## src/rtl/angle_counter.sv

```systemverilog
// Phase-angle generator: 12-bit accumulator stepping by STEP each CLK_16 edge, with quadrant-crossing pulse and cycle counter.
// Optional build macro ANGLECOUNTER_SYNC_CLR_EN makes countclk restart at 0 on every phase wrap.
module angle_counter #(
  parameter int STEP = 1
) (
  input  logic        CLK_16,
  input  logic        RST_N,
  output logic        Quad_Change,
  output logic [11:0] OUTF,
  output logic [15:0] countclk
);

  localparam logic [11:0] STEP_W = 12'(STEP);

  logic [11:0] outf_next;

  // 12-bit add: the carry out is discarded so the circle wraps silently
  assign outf_next = OUTF + STEP_W;

  always_ff @(posedge CLK_16 or negedge RST_N) begin
    if (!RST_N) begin
      OUTF        <= '0;
      Quad_Change <= 1'b0;
      countclk    <= '0;
    end else begin
      OUTF        <= outf_next;
      Quad_Change <= (outf_next[11:10] != OUTF[11:10]);
`ifdef ANGLECOUNTER_SYNC_CLR_EN
      // a smaller next angle means the accumulator wrapped this edge
      countclk    <= (outf_next < OUTF) ? 16'd0 : countclk + 16'd1;
`else
      countclk    <= countclk + 16'd1;
`endif
    end
  end

endmodule

```

## config.mk

```make
export PLATFORM = sky130hd
export DESIGN_NAME = angle_counter
export DESIGN_NICKNAME = d
export VERILOG_FILES = /design/src/rtl/angle_counter.sv
export SDC_FILE = /design/constraint.sdc
export NUM_CORES = 1
export LEC_CHECK = 0
export ABC_AREA = 1
export CORE_MARGIN = 2
export CORE_UTILIZATION = 45
export CTS_BUF_LIST = sky130_fd_sc_hd__clkbuf_4
export CTS_CLUSTER_SIZE = 14
export DETAILED_ROUTE_END_ITERATION = 10
export PLACE_DENSITY = 0.72
export SLEW_MARGIN = 25
export SYNTH_ARGS = -nofsm -noshare
export SYNTH_HDL_FRONTEND = slang
export SYNTH_SLANG_ARGS = --single-unit
```

## constraint.sdc

```tcl
create_clock -name CLK_16 -period 1.5 [get_ports CLK_16]
set_clock_uncertainty 0.05 [all_clocks]
set_input_delay 0.45 -clock CLK_16 [delete_from_list [all_inputs] [get_ports CLK_16]]
set_output_delay 0.45 -clock CLK_16 [all_outputs]
set_load 0.01 [all_outputs]
```

Word-level counts from Yosys, hierarchy flattened
Cells that the tools add are included.
W data, S select, Z words.
{ "totals": {"ff_bits": 29, "inputBits": 2, "output_inout_bits": 29, "wordCells": 6} }
{ "op_classes": {"addsub": 2, "eq_ne": 1} }
{ "ops": {"columns": ["operator", "n"], "rows": [
  ["$add A16 B1 Y16 const B", 1],
  ["$add A12 B1 Y12 const B", 1],
  ["$ne A2 B2 Y1", 1]
]} }

Depth between registers and ports, before layout
{ "depth": {"word_depth": 2, "mapped_depth": 7, "ltp_nobuf": 7} }

Worst setup path before layout
No wires, ideal clock.
{ "synth_path": {"path_type": "register -> register", "start": "reg countclk[0]", "end": "reg countclk[14]", "setup_time_ns": 0.117, "arrival_ns": 1.087, "required_ns": 1.333, "path_slack_ns": 0.246, "stages_incl_launch_ff": 7, "path_buffers": 0, "period_less_slack_ns": 1.254, "cell_sequence": "dfrtp_1 -> ha_1 -> nand2_2 -> nor2_1 -> nand3_1 -> nand2_1 -> nand2_1"} }
{ "synth_via": {"elab_chain_cells": 1} }
{ "synth_rtl": {"columns": ["element", "line_no", "text"], "rows": [
  ["start, declared", "10", "output logic [15:0] countclk"],
  ["start signal, assigned", "32", "countclk <= countclk + 16'd1;"],
  ["$add A16 B1 Y16", "32", null]
]} }
No other way between the ends.

Worst setup path after layout
{ "layout_path": {"start": "reg countclk[8]", "end": "out countclk[8]"} }
No word-level cell between the ends.

==> key figures <==
GRT
  – Total grt overflow: 0
  – Initial antenna violation count: 0
  – Vias in the first global route: 1224
  – First-pass GRT wire length: 5030 µm
  – GRT Resource Usage Total: 19.3%
  – Largest net degree at the start of global routing: 30

Yosys
  – Yosys warns: 0
  – Sequential area share after synthesis: 52.0%
  – Cell area after synthesis: 1400 µm²
  – Cell with the most instances after synthesis: nand2_1
  – Mapped Avg Cell Area: 8.36 µm²
  – Netlist cell types: 15
  – FFs w/ async S/R, synth: 100%
  – Yosys top cell area share: 52.0%
  – Most used flip-flop cell after synthesis: dfrtp_1
  – Synth area leader: dfrtp_1
  – #FFs+latches synth: 29
  – Mapped Nets: 171
  – Synth area leaders: dfrtp_1, nand2_1, inv_1
  – Mapped Cells: 167
  – Post-synth EDFFs: 0
  – Top post-synthesis cells by count: nand2_1, dfrtp_1, inv_1

Critical path
  – Critical-path top delay cell: dfrtp_1
  – Reg-to-reg slack, setup: 150 ps
  – CP Capture Type: primary output
  – Reg2Reg Depth: 7
  – Reg-to-Reg Start: countclk[0]$_DFF_PN0_
  – CP Launch Type: flop
  – Worst path arrival time: 950 ps
  – Critical-path maximum fanout: 2
  – Max incr delay on CP: 390 ps
  – R2r endpoint: countclk[14]$_DFF_PN0_
  – Crit-path cells: clkdlybuf4s15_1
  – Type of the worst setup path: flop to primary output
  – Req. time, crit path: 1000 ps
  – CP bufs+invs: 1
  – Crit path max-delay family: flip-flops

CTS
  – Clk buf depth: 2
  – Inserted Clock Buffers: 5
  – Clock root cell: clkbuf_4
  – Clock sink total: 29
  – CTS tree: yes
  – Worst skew pair latency: 330 ps
  – Reg clk slew, reported paths: 90 ps
  – H-tree levels: 2
  – Hold_buf cts: 0

Detailed routing
  – Final ANT Viol Nets: 0
  – Starting DRT DRC Count: 62
  – Routed vias/inst: 4.73
  – WL/cell: 10.7 µm
  – DRC violations left: 0
  – Final WL: 2850 µm
  – DRT Pass-1 Iters: 4
  – Routed via count: 1262

Timing
  – Worst Hold Slack: 416 ps
  – Fmax: 688 MHz
  – Final Hold Viols: 0
  – Setup violators final: 0
  – RSZ-0062 raised after global routing: false
  – Final setup TNS: 0 ps
  – Worst slew pin tran: 248 ps
  – Final worst-path cycle share: 97.0%
  – Fin crit period: 1450 ps
  – Max-slew violations: 0
  – Slew HR: 83.4%

Cells and area
  – Fin area: 1930 µm²
  – Nets: 237
  – Share of cells above drive strength 1: 26.9%
  – Area grow syn2layout: 38.1%
  – Fill count: 263
  – # diodes: 0

Floorplan
  – Core ar.: 3000 µm²
  – Die Ht: 59.7 µm
  – Boundary Pins: 31
  – Initial core utilization: 46.5%
  – Die X: 59.7 µm
  – Rows: 20
  – Die Area: 3560 µm²

Placement
  – GPL Wtd Cong: 0.829
  – HPWL Detailed: 2140 µm
  – Cell Area, Placed: 1920 µm²
  – Port bufs: 30

Power and ir drop
  – Cell Pwr Density: 646 nW/µm²
  – Maximum vdd drop: 516 µV
  – Total power after layout: 1250 µW
  – Static Leak: 0.00105 µW

Run status
  – Outcome: finished, final reports clean

Hold path
  – HP Class: input pin to async pin

Run
  – Max Cap Violations: 0
-- registers in the layout (all words and copies together), names as in the netlist --
signal	cells
OUTF	12
Quad_Change	1
countclk	16
-- kinds of logic after synthesis --
group                      count (synthesis)  synth area share, %
AOI/OAI and AO/OA                          1                0.358
xor gates and xnor gates                  12                 7.53
adders and majority gates                  2                 1.79
buffers and inverters                     23                 6.18
DFF                                       29                 52.0
and+or+nand+nor                          100                 32.2
-- worst max path at each step --
stage	start	end	slack [ps]	depth (start not counted)
5_1_grt	OUTF[10]$_DFF_PN0_	OUTF[10]	2	1
6_report	countclk[8]$_DFF_PN0_	countclk[8]	50	1
2_1_floorplan	countclk[0]$_DFF_PN0_	countclk[14]$_DFF_PN0_	250	6
4_1_cts	OUTF[5]$_DFF_PN0_	OUTF[5]	2	1
3_5_place_dp	countclk[1]$_DFF_PN0_	countclk[1]	80	1
3_3_place_gp	countclk[1]$_DFF_PN0_	countclk[1]	100	1
-- metal layers --
layer  up-vias  share of wire (%)  global-route usage [%]
li1        649                  -                       -
met1       572                 42                    22.2
met2        36                 49                    32.0
met3         5                7.0                    7.36
met4         0                1.6                    7.94
met5         -                  0                       0
-- placed cells by master, fill, tap and decap left out, types with 3 or more instances in the layout --
cell type        instances
nor2_1                  19
nand4_1                  6
clkbuf_4                 5
nand3_1                 13
xnor2_1                  4
inv_1                   23
nand2_2                  3
nand2_1                 51
nor2_2                   4
xor2_1                   8
dfrtp_1                 29
clkdlybuf4s15_1         11
buf_4                   28
clkbuf_2                17
-- metrics by stage --
step	cells	utilization (%)	worst slack [ps]
after floorplan	167	-	246
after global placement	253	64.0	102
after detailed placement	253	64.0	83.2
after CTS	267	67.0	1.58
after global routing	267	64.2	1.70
final	267	64.2	45.5
-- layout make-up --
cell class	count	area (µm²)	share of cell area, %
Clock buffer	5	37.5	1.95
Timing Repair Buffer	59	440	22.8
Sequential cell	29	726	37.6
Clock inverter	3	12.5	0.649
Inverter	23	86.3	4.48
Tap cell	33	41.3	2.14
Multi-Input combinational cell	115	584	30.3
-- power by group --
| group | total (µW) | switching (µW) | internal, µW |
|---|---|---|---|
| Clock | 442 | 273 | 169 |
| Sequential | 781 | 0 | 781 |
| Combinational | 23.0 | 15.4 | 7.62 |
| Total | 1250 | 288 | 958 |
-- what timing repair did --
action,in CTS,in global routing
gates resized for setup,60,17
buffers inserted,6,0
pin swaps,0,0
setup endpoints to repair,29,17
No activity file was read; power rests on OpenSTA's default activity.
